File: config.mk
export PLATFORM = sky130hd
export DESIGN_NAME = seq_chunk_adder
export DESIGN_NICKNAME = d
export VERILOG_FILES = /design/src/rtl/adder_pkg.sv /design/src/rtl/chunk_add.sv /design/src/rtl/fulladd.sv /design/src/rtl/seq_chunk_adder.sv
export SDC_FILE = /design/constraint.sdc
export NUM_CORES = 1
export LEC_CHECK = 0
export ABC_AREA = 0
export BUFFER_PORTS_ARGS = -buffer_cell sky130_fd_sc_hd__buf_2
export CAP_MARGIN = 20
export CORE_ASPECT_RATIO = 0.75
export CORE_MARGIN = 2
export CORE_UTILIZATION = 50
export CTS_BUF_LIST = sky130_fd_sc_hd__clkbuf_4 sky130_fd_sc_hd__clkbuf_8
export DETAILED_ROUTE_END_ITERATION = 10
export PLACE_DENSITY = 0.73
export SETUP_SLACK_MARGIN = 0.15
export SLEW_MARGIN = 20
export SYNTH_ARGS = -nofsm -noshare
export SYNTH_HDL_FRONTEND = slang
export SYNTH_HIERARCHICAL = 1
export SYNTH_SLANG_ARGS = --single-unit
File: constraint.sdc
create_clock -name clk -period 4.2 [get_ports clk]
set_clock_uncertainty 0.05 [all_clocks]
set_input_delay 0.63 -clock clk [delete_from_list [all_inputs] [get_ports clk]]
set_output_delay 0.63 -clock clk [all_outputs]
set_load 0.01 [all_outputs]
File: src/rtl/adder_pkg.sv
// Shared definitions for the chunked adder: FSM state encoding and
// elaboration-time helpers for the chunk count and index width.
package adder_pkg;

  typedef enum logic [1:0] {
    ST_IDLE = 2'd0,
    ST_RUN  = 2'd1,
    ST_DONE = 2'd2
  } state_t;

  // Guarded against CHUNK < 1 so the config check, not a divide-by-zero, reports the error.
  function automatic int nchunk(input int width, input int chunk);
    return (chunk < 1) ? 1 : width / chunk;
  endfunction

  function automatic int idx_width(input int n);
    return (n > 1) ? $clog2(n) : 1;
  endfunction

endpackage

File: src/rtl/chunk_add.sv
// Combinational CHUNK-bit ripple of fulladd cells; cm is the carry into the
// MSB cell, needed for signed-overflow detection.
module chunk_add #(
  parameter int CHUNK = 4
) (
  input  logic [CHUNK-1:0] x,
  input  logic [CHUNK-1:0] y,
  input  logic             ci,
  output logic [CHUNK-1:0] s,
  output logic             co,
  output logic             cm
);

  // Per-stage carry nets keep each bit's carry a separate signal.
  for (genvar gi = 0; gi < CHUNK; gi++) begin : g_fa
    logic c_in;
    logic c_out;
    if (gi == 0) begin : g_first
      assign c_in = ci;
    end else begin : g_next
      assign c_in = g_fa[gi-1].c_out;
    end
    fulladd u_fa (
      .a (x[gi]),
      .b (y[gi]),
      .ci(c_in),
      .s (s[gi]),
      .co(c_out)
    );
  end

  assign co = g_fa[CHUNK-1].c_out;
  assign cm = g_fa[CHUNK-1].c_in;

endmodule

File: src/rtl/fulladd.sv
// Single-bit full adder cell, the building block of the chunk ripple.
module fulladd (
  input  logic a,
  input  logic b,
  input  logic ci,
  output logic s,
  output logic co
);

  assign s  = a ^ b ^ ci;
  assign co = (a & b) | (ci & (a ^ b));

endmodule

File: src/rtl/seq_chunk_adder.sv
// Multi-cycle WIDTH-bit adder, CHUNK bits per clock, with start/busy/done handshake.
// Define SEQ_CHUNK_ADDER_OVF_EN to add the registered signed-overflow output ovf.
module seq_chunk_adder
  import adder_pkg::*;
#(
  parameter int WIDTH = 16,
  parameter int CHUNK = 4
) (
  input  logic             clk,
  input  logic             rst,
  input  logic             start,
  input  logic [WIDTH-1:0] a,
  input  logic [WIDTH-1:0] b,
  input  logic             cin,
  output logic             busy,
  output logic             done,
  output logic [WIDTH-1:0] sum,
  output logic             cout
`ifdef SEQ_CHUNK_ADDER_OVF_EN
  ,
  output logic             ovf
`endif
);

  localparam int NCHUNK = nchunk(WIDTH, CHUNK);
  localparam int IDX_W  = idx_width(NCHUNK);

  if (CHUNK < 1) begin : g_bad_chunk
    $error("seq_chunk_adder: CHUNK must be at least 1");
  end else if (WIDTH % CHUNK != 0) begin : g_bad_width
    $error("seq_chunk_adder: WIDTH must be a multiple of CHUNK");
  end

  state_t           state_reg, state_next;
  logic [WIDTH-1:0] a_reg, a_next;
  logic [WIDTH-1:0] b_reg, b_next;
  logic [WIDTH-1:0] acc_reg, acc_next;
  logic [WIDTH-1:0] sum_reg, sum_next;
  logic             carry_reg, carry_next;
  logic             cout_reg, cout_next;
  logic [IDX_W-1:0] idx_reg, idx_next;

  logic [31:0]      shamt;
  logic [WIDTH-1:0] a_shift, b_shift, acc_upd;
  logic [CHUNK-1:0] chunk_x, chunk_y, chunk_s;
  logic             chunk_co, chunk_cm;
  logic             last_chunk;

  // Shifts rather than variable part-selects to select the active chunk.
  assign shamt      = 32'(idx_reg) * 32'(CHUNK);
  assign a_shift    = a_reg >> shamt;
  assign b_shift    = b_reg >> shamt;
  assign chunk_x    = a_shift[CHUNK-1:0];
  assign chunk_y    = b_shift[CHUNK-1:0];
  assign acc_upd    = acc_reg | (WIDTH'(chunk_s) << shamt);
  assign last_chunk = (idx_reg == IDX_W'(NCHUNK - 1));

  chunk_add #(.CHUNK(CHUNK)) u_chunk (
    .x (chunk_x),
    .y (chunk_y),
    .ci(carry_reg),
    .s (chunk_s),
    .co(chunk_co),
    .cm(chunk_cm)
  );

`ifdef SEQ_CHUNK_ADDER_OVF_EN
  logic ovf_reg, ovf_next;
  assign ovf = ovf_reg;
`else
  logic unused_cm;
  assign unused_cm = chunk_cm;
`endif

  always_comb begin
    state_next = state_reg;
    a_next     = a_reg;
    b_next     = b_reg;
    acc_next   = acc_reg;
    sum_next   = sum_reg;
    carry_next = carry_reg;
    cout_next  = cout_reg;
    idx_next   = idx_reg;
`ifdef SEQ_CHUNK_ADDER_OVF_EN
    ovf_next   = ovf_reg;
`endif
    case (state_reg)
      ST_IDLE, ST_DONE: begin
        if (start) begin
          a_next     = a;
          b_next     = b;
          carry_next = cin;
          acc_next   = '0;
          idx_next   = '0;
          state_next = ST_RUN;
        end else begin
          state_next = ST_IDLE;
        end
      end
      ST_RUN: begin
        acc_next   = acc_upd;
        carry_next = chunk_co;
        idx_next   = idx_reg + 1'b1;
        if (last_chunk) begin
          sum_next   = acc_upd;
          cout_next  = chunk_co;
`ifdef SEQ_CHUNK_ADDER_OVF_EN
          ovf_next   = chunk_cm ^ chunk_co;
`endif
          state_next = ST_DONE;
        end
      end
      default: state_next = ST_IDLE;
    endcase
  end

  always_ff @(posedge clk) begin
    if (rst) begin
      state_reg <= ST_IDLE;
      a_reg     <= '0;
      b_reg     <= '0;
      acc_reg   <= '0;
      sum_reg   <= '0;
      carry_reg <= 1'b0;
      cout_reg  <= 1'b0;
      idx_reg   <= '0;
`ifdef SEQ_CHUNK_ADDER_OVF_EN
      ovf_reg   <= 1'b0;
`endif
    end else begin
      state_reg <= state_next;
      a_reg     <= a_next;
      b_reg     <= b_next;
      acc_reg   <= acc_next;
      sum_reg   <= sum_next;
      carry_reg <= carry_next;
      cout_reg  <= cout_next;
      idx_reg   <= idx_next;
`ifdef SEQ_CHUNK_ADDER_OVF_EN
      ovf_reg   <= ovf_next;
`endif
    end
  end

  assign busy = (state_reg == ST_RUN);
  assign done = (state_reg == ST_DONE);
  assign sum  = sum_reg;
  assign cout = cout_reg;

endmodule

Word-level counts from Yosys, hierarchy flattened:

Index checks and enable logic that the tools add are counted.

* bits in latches: 0
* flip-flop bits (word level): 70
* memory bits (writable): 0
* memories kept: 0
* logic and storage cells: 53
* output and inout port bits: 19
* bits of input ports: 36
* bits in read-only memories: 0

* multiply operators: 0
* mux-type cells: 9
* reductions and logical operators: 6
* shift operators: 3
* divide/modulo/power cells: 0
* equality and inequality tests: 5
* bitwise gates (word level): 21
* add/subtract/negate cells: 1
* $lt $le $gt $ge: 0

Operators with widths (number)
* 16-bit case mux with 2 select lines: 1
* 16-bit by 4-bit right shift with 4-bit output: 2
* 16-bit two-way mux: 1
* 16-bit OR: 1
* 4-bit by 4-bit left shift with 16-bit output: 1
* 1-bit bitwise AND: 8
* 2-bit case mux with 2 select lines: 2
* 1-bit bitwise XOR: 8
* 2-bit AND reduction: 3
* 2-bit equality test (second input constant): 2
* 2-bit two-way mux: 2
* 1-bit OR: 4
* 2-bit by 1-bit adder with 2-bit output (second input constant): 1
* 2-bit by 1-bit equality test with 1-bit output (second input constant): 1
* 2-bit logical NOT: 1
* 1-bit two-way mux: 2
* 2-bit by 1-bit inequality test with 1-bit output (second input constant): 1
* 2-bit inequality test (second input constant): 1
* 1-bit case mux with 2 select lines: 1
* 2-bit nonzero test: 1
* 2-bit OR reduction: 1

Longest topological paths before layout:

Gate-level depths: netlist of run 1.

* depth in word-level cells: 12
* mapped depth: 9

Hierarchy:

Netlist of run 1, hierarchy kept.

By module, submodules not included
* seq_chunk_adder: seq. area each 1401.3 µm², cells an instance 312, area an instance 2773.9 µm², times used 1
* fulladd: seq. area each 0.0 µm², cells an instance 1, area an instance 20.0 µm², times used 4

Worst setup path after synthesis of run 1:

OpenSTA, ideal clock, no wires.

* kind: register to register
* start: reg idx_reg[0]
* end: reg sum_reg[11] (netlist: sum[11])
* data required time: 4.072 ns
* arrival time: 3.291 ns
* cell stages (with the launch flop): 10
* buffers on the path: 2
* setup slack: 0.781 ns
* setup time: 0.078 ns
* path through: dfxtp_1 > buf_4 > mux4_2 > fa_1 > fa_1 > fa_1 > fa_1 > clkbuf_1 > a211oi_1 > nor3_1

* cells in the longest elaborated chain, start to end: 11

RTL lines
* start: declaration: RTL line seq_chunk_adder.sv:41 `logic [IDX_W-1:0] idx_reg, idx_next;`
* start signal: assignment: RTL line seq_chunk_adder.sv:138 `idx_reg <= idx_next;`
* 16-bit by 4-bit right shift with 4-bit output *: RTL line seq_chunk_adder.sv:51 `assign a_shift = a_reg >> shamt;`
* via a_shift[0]: RTL line seq_chunk_adder.sv:44 `logic [WIDTH-1:0] a_shift, b_shift, acc_upd;`
* 1-bit bitwise XOR: RTL line fulladd.sv:11 `assign co = (a & b) | (ci & (a ^ b));`
* 1-bit bitwise AND: RTL line fulladd.sv:11
* 1-bit OR *: RTL line fulladd.sv:11
* via u_chunk.g_fa[0].c_out: RTL line chunk_add.sv:17 `logic c_out;`
* 1-bit bitwise AND *: RTL line fulladd.sv:11
* 1-bit OR *: RTL line fulladd.sv:11
* via u_chunk.g_fa[1].c_out: RTL line chunk_add.sv:17
* 1-bit bitwise AND *: RTL line fulladd.sv:11
* 1-bit OR *: RTL line fulladd.sv:11
* via chunk_cm: RTL line seq_chunk_adder.sv:46 `logic chunk_co, chunk_cm;`
* 1-bit bitwise XOR *: RTL line fulladd.sv:10 `assign s = a ^ b ^ ci;`
* via chunk_s[3]: RTL line seq_chunk_adder.sv:45 `logic [CHUNK-1:0] chunk_x, chunk_y, chunk_s;`
* 4-bit by 4-bit left shift with 16-bit output *: RTL line seq_chunk_adder.sv:55 `assign acc_upd = acc_reg | (WIDTH'(chunk_s) << shamt);`
* 16-bit OR *: RTL line seq_chunk_adder.sv:55
* end signal: assignment: RTL line seq_chunk_adder.sv:135 `sum_reg <= sum_next;`
* end: declaration: RTL line seq_chunk_adder.sv:38 `logic [WIDTH-1:0] sum_reg, sum_next;`

Mark *: on every way through the listed nets, which the timed path passes. The rest lies on a longest branch.
A chain may end at the register's enable or synchronous reset.

Worst setup path in the final report of run 1:

* start: reg idx_reg[1]
* end: reg sum_reg[11] (netlist: sum[11])

* cells in the longest elaborated chain, start to end: 11

RTL lines
* 16-bit by 4-bit right shift with 4-bit output *: RTL line seq_chunk_adder.sv:52 `assign b_shift = b_reg >> shamt;`
* via b_shift[0]: RTL line seq_chunk_adder.sv:44
* 1-bit bitwise XOR: RTL line fulladd.sv:11
* 1-bit bitwise AND: RTL line fulladd.sv:11
* 1-bit OR *: RTL line fulladd.sv:11
* via u_chunk.g_fa[0].c_out: RTL line chunk_add.sv:17
* 1-bit bitwise AND *: RTL line fulladd.sv:11
* 1-bit OR *: RTL line fulladd.sv:11
* via u_chunk.g_fa[1].c_out: RTL line chunk_add.sv:17
* 1-bit bitwise AND *: RTL line fulladd.sv:11
* 1-bit OR *: RTL line fulladd.sv:11
* via chunk_cm: RTL line seq_chunk_adder.sv:46
* 1-bit bitwise XOR *: RTL line fulladd.sv:10
* via chunk_s[3]: RTL line seq_chunk_adder.sv:45
* 4-bit by 4-bit left shift with 16-bit output *: RTL line seq_chunk_adder.sv:55
* 16-bit OR *: RTL line seq_chunk_adder.sv:55

Marks and branches as above.

==> results of run 1 <==
## stage by stage
| stage | total power, mW | cell area, sq um | util |
|---|---|---|---|
| detailed placement | 0.8670 | 3084 | 0.5671 |
| finish | 1.317 | 3248 | 0.5972 |
| global placement | 0.8635 | 3084 | 0.5671 |
| CTS | 1.326 | 3248 | 0.5972 |
| global route | 1.371 | 3248 | 0.5972 |
| floorplan | 0.8261 | 2854 | - |
## power breakdown
| part | internal (mW) | switching, mW | total, mW |
|---|---|---|---|
| logic | 0.0576 | 0.0928 | 0.150 |
| clock network | 0.236 | 0.228 | 0.464 |
| registers | 0.688 | 0.0149 | 0.703 |
| total | 0.981 | 0.336 | 1.32 |
## layer usage
| metal | global-route usage | up-vias | routed length (um) |
|---|---|---|---|
| li1 | - | 1159 | - |
| met1 | 0.2875 | 1074 | 3048 |
| met2 | 0.2840 | 55 | 2513 |
| met3 | 0.08478 | 8 | 375 |
| met4 | 0.06061 | 0 | 85 |
| met5 | 0 | - | 0 |
## cells in the final DEF (no fill, tap or decap), types with 2 or more instances in the layout
cell,instances
clkbuf_4,4
nor2b_1,3
a211oi_2,2
fa_1,4
buf_4,5
mux4_2,8
a31oi_1,16
nor2_1,35
buf_2,54
nand3_1,2
a21oi_1,35
clkinv_2,2
nand2b_1,3
nor3_1,14
nor3_2,2
nand2_1,69
dfxtp_1,70
clkbuf_8,9
a211oi_1,14
## area by class of cell
type                       count  area [sq um]
clock inverter                 2         10.01
clock buffer                  13         153.9
inverter                       1         3.754
multi-input combinational    216          1277
tap                           75         93.84
fill                         481          2191
sequential                    70          1401
timing repair buffer          59         307.8
## worst max-delay path, cell delays in order (launching register included)
cell and delay [ns]:
dfxtp_1 0.44, mux4_2 0.55, fa_1 0.42, fa_1 0.40, fa_1 0.39, fa_1 0.58, a211oi_1 0.26, nor3_1 0.08
## worst max path at each step
stage                           endpoint  cells past startpoint
finish              sum[11]$_SDFFE_PP0P_                      7
global route        sum[15]$_SDFFE_PP0P_                      7
CTS                 sum[11]$_SDFFE_PP0P_                      7
detailed placement  sum[11]$_SDFFE_PP0P_                      7
global placement     sum[3]$_SDFFE_PP0P_                      7
floorplan           sum[11]$_SDFFE_PP0P_                      9
## logic make-up (layout without fill, tap and decap cells)
family,count (synthesis),after routing,share of synthesized area
muxes,8,8,0.06313
adders and majority gates,5,5,0.03244
buffers and inverters,30,75,0.06225
DFF,70,70,0.4910
and+or+nand+nor,134,134,0.2034
AOI/OAI and AO/OA,69,69,0.1477
==> summary.md, run 1 <==
| Metric | Value |
|---|---|
| Status | finished, final reports clean |
| Total core area | 5439 sq um |
| Mean routed wirelength per cell | about 14 um |
| Cts bufs inserted | 9 |
| PortBufs | 54 |
| Vias in the first global route | about 2,100 |
| Worst Path Max Fanout | 8 |
| Drt via density | 5.266 |
| Mean Syn Cell Area | approximately 9.0 sq um |
| Clock Path Buffers | 2 |
| Nets | roughly 400 |
| PwrDens | about 400 nW/um^2 |
| Fin crit period | 3.281 ns |
| Reg2Reg Depth | 7 |
| FF+latch count, synth | 70 |
| Actual slew at the worst max-slew pin | a little over 0.8 ns |
| Arrival @ worst endpoint | 3.45 ns |
| Hold WC Path Type | flop to flop |
| Final Hold Vio Count | 0 |
| CTS resizes | 0 |
| EDFF count, synth | 0 |
| Remaining Overflow, GRT | 0 |
| DRT Wirelength | 6.022 mm |
| Synth top cells by count | 70 x dfxtp_1, 69 x nand2_1, 35 x a21oi_1, 35 x nor2_1, 16 x a31oi_1 |
| Post-CTS setup buffers | 0 |
| Fin. max-slew vios | 0 |
| Worst path required time | 4.37 ns |
| GRT Overall Usage | 0.2034 |
| Initial Util | 0.5247 |
| Placer Congestion | around 0.83 |
| Diodes inserted | 0 |
| Max Clock Freq | approximately 0.30 GHz |
| Max-slew headroom | 0.4512 |
| Syn Inst Count | about 320 |
| Ys async rst share | 0 |
| Largest net degree at the start of global routing | 38 |
| Register area share after synthesis | 0.4910 |
| Area growth, synth to finish | 13.81% |
| CTS Hold Bufs | 0 |
| Placed Instances | around 420 |
| Antenna Nets Post-Route | 0 |
| Period utilisation layout | 0.7811 |
| Die Ht | ~69 um |
| Min Hold Slack | between 0.4 and 0.5 ns |
| Clk sinks | 70 |
| Post-synth cell types | 28 |
| Setup-failing EPs final | 0 |
| Hold depth | 2 |
| DRT Pass-1 Iters | 4 |
| First-pass GRT wire length | 10.14 mm |
| Startpoint Class | flop |
| Area share of the largest cell type after synthesis | 0.4910 |
| Worst hold start | b_reg[11]$_SDFFE_PP0P_ |
| Yosys warning count | 6 |
| R2r endpoint | sum[11]$_SDFFE_PP0P_ |
| Layout cell share with drive strength beyond 1 | 0.2521 |
| Worst r2r src | idx_reg[1]$_SDFFE_PP0P_ |
| CTS tree | done |
| DRC Markers | 0 |
| Final worst setup slack | a little over 0.9 ns |
| RSZ-0062 raised after global routing | no |
| Die Wd | between 90 and 100 um |
| Synthesized area | between 2000 and 3000 sq um |
| CP Launch Point | idx_reg[1]$_SDFFE_PP0P_ |
| Final setup TNS | 0 ns |
| Worst R2R Setup Slack | 0.92 ns |
| Vias | 2,296 |
| Worst skew pair latency | between 0.3 and 0.4 ns |
| Largest cells by area after synthesis | dfxtp_1 49%, nand2_1 9.1%, mux4_2 6.3% |
| Die area | around 6300 sq um |
| Area leader, netlist | dfxtp_1 |
| Post-Synthesis Net Count | roughly 360 |
| DRT iter0 DRCs | slightly below 200 |
| Endpoint, Worst Hold | b_reg[11]$_SDFFE_PP0P_ |
| Initial antenna violation count | 0 |
| Critical path endpoint category | flop |
| Leak pwr | 1.304 nW |
| Most common cell in the synthesized netlist | dfxtp_1 |
| I/O Pins | 55 |
| Non-Filler Instances | about 440 |
| Post-DP HPWL | approximately 4.2 mm |
| Setup WS pre-CTS | 0.9151 ns |
| H-tree Lvls | 3 |
| Clock-pin slew on the worst setup and hold paths | ~0.070 ns |
| Worst Setup Path Type | flop to flop |
| Clk root buf | clkbuf_8 |
| VDD IR max | between 0.2 and 0.25 mV |
| Top_reg_cell synth | dfxtp_1 |
| Max Cap Viol | 0 |
| Cell Rows | 23 |
Note: power is estimated with default switching activity, not from simulation.
==> inputs of run 2 (changes only) <==
- ABC_AREA: 0 -> 1
- PLACE_DENSITY: 0.73 -> 0.76
- clock period: 4.2 -> 2.7 ns (I/O delays scaled with it)
==> summary.md, run 2 <==
| Metric | Value |
|---|---|
| DRT Wirelength | around 7.0 mm |
| Filler instances | between 500 and 600 |
| Final Hold Vio Count | 0 |
| Worst R2R Setup Slack | -0.17 ns |
| Final worst setup slack | -0.1688 ns |
| Arrival @ worst endpoint | 3.11 ns |
| Actual slew at the worst max-slew pin | 0.6284 ns |
| Syn Inst Count | roughly 430 |
| RSZ-0062 raised after global routing | yes |
| Setup-failing EPs final | 8 |
| Area share of the largest cell type after synthesis | 0.4632 |
| Worst Path Max Fanout | 7 |
| Total core area | just under 6000 sq um |
| Kind of cell adding the most delay to the critical path | adder cells |
| Post-DP HPWL | 4.711 mm |
| Clk root buf | clkbuf_8 |
| DRT Pass-1 Iters | 5 |
| Post-Synthesis Net Count | approximately 470 |
| Mean Syn Cell Area | between 7 and 8 sq um |
| Die Ht | between 70 and 80 um |
| Startpoint Class | flop |
| Area growth, synth to finish | 19.77% |
| Yosys warning count | 6 |
| Initial antenna violation count | 0 |
| Largest cells by area after synthesis | dfxtp_1 46%, nor2_1 15%, o21ai_0 9.8% |
| Leading cell type in the layout, fill and taps excluded | nor2_1 |
| Placer Congestion | approximately 0.84 |
| Die area | 6695 sq um |
| EDFF count, synth | 0 |
| FF+latch count, synth | 70 |
| Most common cell in the synthesized netlist | nor2_1 |
| Worst skew pair latency | between 0.3 and 0.4 ns |
| Critical path endpoint category | flop |
| Fin. max-slew vios | 0 |
| CTS tree | done |
| Worst Setup Path Type | flop to flop |
| Most Frequent Cell on Critical Path | fa_2 |
| Leak pwr | 1.792 nW |
| Initial Util | 0.5193 |
| Max-slew headroom | 0.5796 |
| Remaining Overflow, GRT | 0 |
| Vias | approximately 2,800 |
| Area leader, netlist | dfxtp_1 |
| I/O Pins | 55 |
| Fin crit period | 2.869 ns |
| DRC Markers | 0 |
| Ys async rst share | 0 |
| Placed Instances | 546 |
| CP peak stage delay | roughly 0.59 ns |
| Synth top cells by count | 123 x nor2_1, 70 x dfxtp_1, 59 x nand2_1, 59 x o21ai_0, 43 x inv_1 |
| Diodes inserted | 0 |
| Layout cell share with drive strength beyond 1 | 0.2243 |
| CTS Hold Bufs | 0 |
| Worst path required time | 2.95 ns |
| Max Cap Viol | 0 |
| PortBufs | 54 |
| Mean routed wirelength per cell | roughly 12 um |
| Clock-pin slew on the worst setup and hold paths | about 0.070 ns |
| H-tree Lvls | 3 |
| Die Wd | around 94 um |
| Post-synth cell types | 24 |
| Clk sinks | 70 |
| Status | complete, but fails checks |
| PwrDens | 653.0 nW/um^2 |
| Critical path buffer and inverter count | 1 |
| Crit path cell chain | inv_4 -> o21ai_2 -> o22ai_2 -> fa_2 -> fa_2 -> fa_2 -> fa_2 -> nand2_2 -> o21bai_1 -> nor2_1 -> nor2_1 |
| Largest net degree at the start of global routing | 38 |
| Period utilisation layout | 1.063 |
| Clock Path Buffers | 2 |
| DRT iter0 DRCs | ~250 |
| Final setup TNS | -0.8642 ns |
| CP max stage cell | fa_2 |
| Synthesized area | around 3000 sq um |
| Max Clock Freq | around 0.35 GHz |
| Antenna Nets Post-Route | 0 |
| Hold WC Path Type | input port to flop |
| Cell Rows | 24 |
| Nets | 522 |
| Failing checks | negative setup slack |
| First-pass GRT wire length | approximately 12 mm |
| Non-Filler Instances | about 560 |
| GRT Overall Usage | 0.2285 |
| Top_reg_cell synth | dfxtp_1 |
| Drt via density | 4.920 |
| Cts bufs inserted | 9 |
| Vias in the first global route | around 2,600 |
| Most frequent cells in the layout | 122 x nor2_1, 68 x dfxtp_1, 58 x nand2_1 |
| Final core utilization | 0.6220 |
| VDD IR max | 0.4355 mV |
| Register area share after synthesis | 0.4632 |
## run 2: layout make-up
type                    count  area [sq um]  share of cell area
inverters                  44         170.2             0.04696
clock buffers              11         138.9             0.03833
repair buffers             66         364.1              0.1005
well taps                  78         97.59             0.02693
multi-input cells         290          1396              0.3854
clock inverters             5         50.05             0.01381
flip-flops and latches     70          1406              0.3881
## run 2: final timing paths
check | start | endpoint | cells past startpoint
min reg2reg | b_reg[15]$_SDFFE_PP0P_ | b_reg[15]$_SDFFE_PP0P_ | 2
max reg2reg | idx_reg[0]$_SDFFE_PP0P_ | sum[7]$_SDFFE_PP0P_ | 11
min | rst | cout$_SDFFE_PP0P_ | 2
max | idx_reg[0]$_SDFFE_PP0P_ | sum[7]$_SDFFE_PP0P_ | 11
## run 2: power breakdown
part           total (mW)  switching [mW]  internal, mW  leakage (nW)
Sequential           1.12          0.0356          1.09         0.574
Clock               0.820           0.379         0.441         0.104
Combinational       0.425           0.258         0.167          1.11
## run 2: layer usage
metal,share of wire,wire (um),vias to the layer above,GRT usage
met3,0.068,473,21,0.06730
met5,0,0,-,0
met2,0.42,2958,94,0.3444
met4,0.024,167,0,0.09179
li1,-,-,1439,-
met1,0.49,3394,1221,0.3105
## run 2: repair_timing
item	in CTS	in global routing
gates resized for setup	6	13
pin swaps	6	6
setup buffers	1	1
setup endpoints to repair	10	14
## run 2: cell families after synthesis
family / count (synthesis) / synth area share
adders and majority gates: 5 / 0.03060
AOI/OAI and AO/OA: 77 / 0.1340
buffers and inverters: 68 / 0.09553
DFF: 70 / 0.4632
and+or+nand+nor: 208 / 0.2767
## run 2: per-stage QoR
step	setup slack, ns	power [mW]	cell area, sq um	hold slack, ns
floorplan	-0.1268	1.413	3073	0.3995
global placement	-0.05856	1.510	3359	0.4179
detailed placement	-0.1344	1.522	3359	0.4113
CTS	-0.1425	2.347	3571	0.2367
global route	-0.2652	2.488	3623	0.2447
finish	-0.1688	2.366	3623	0.2488
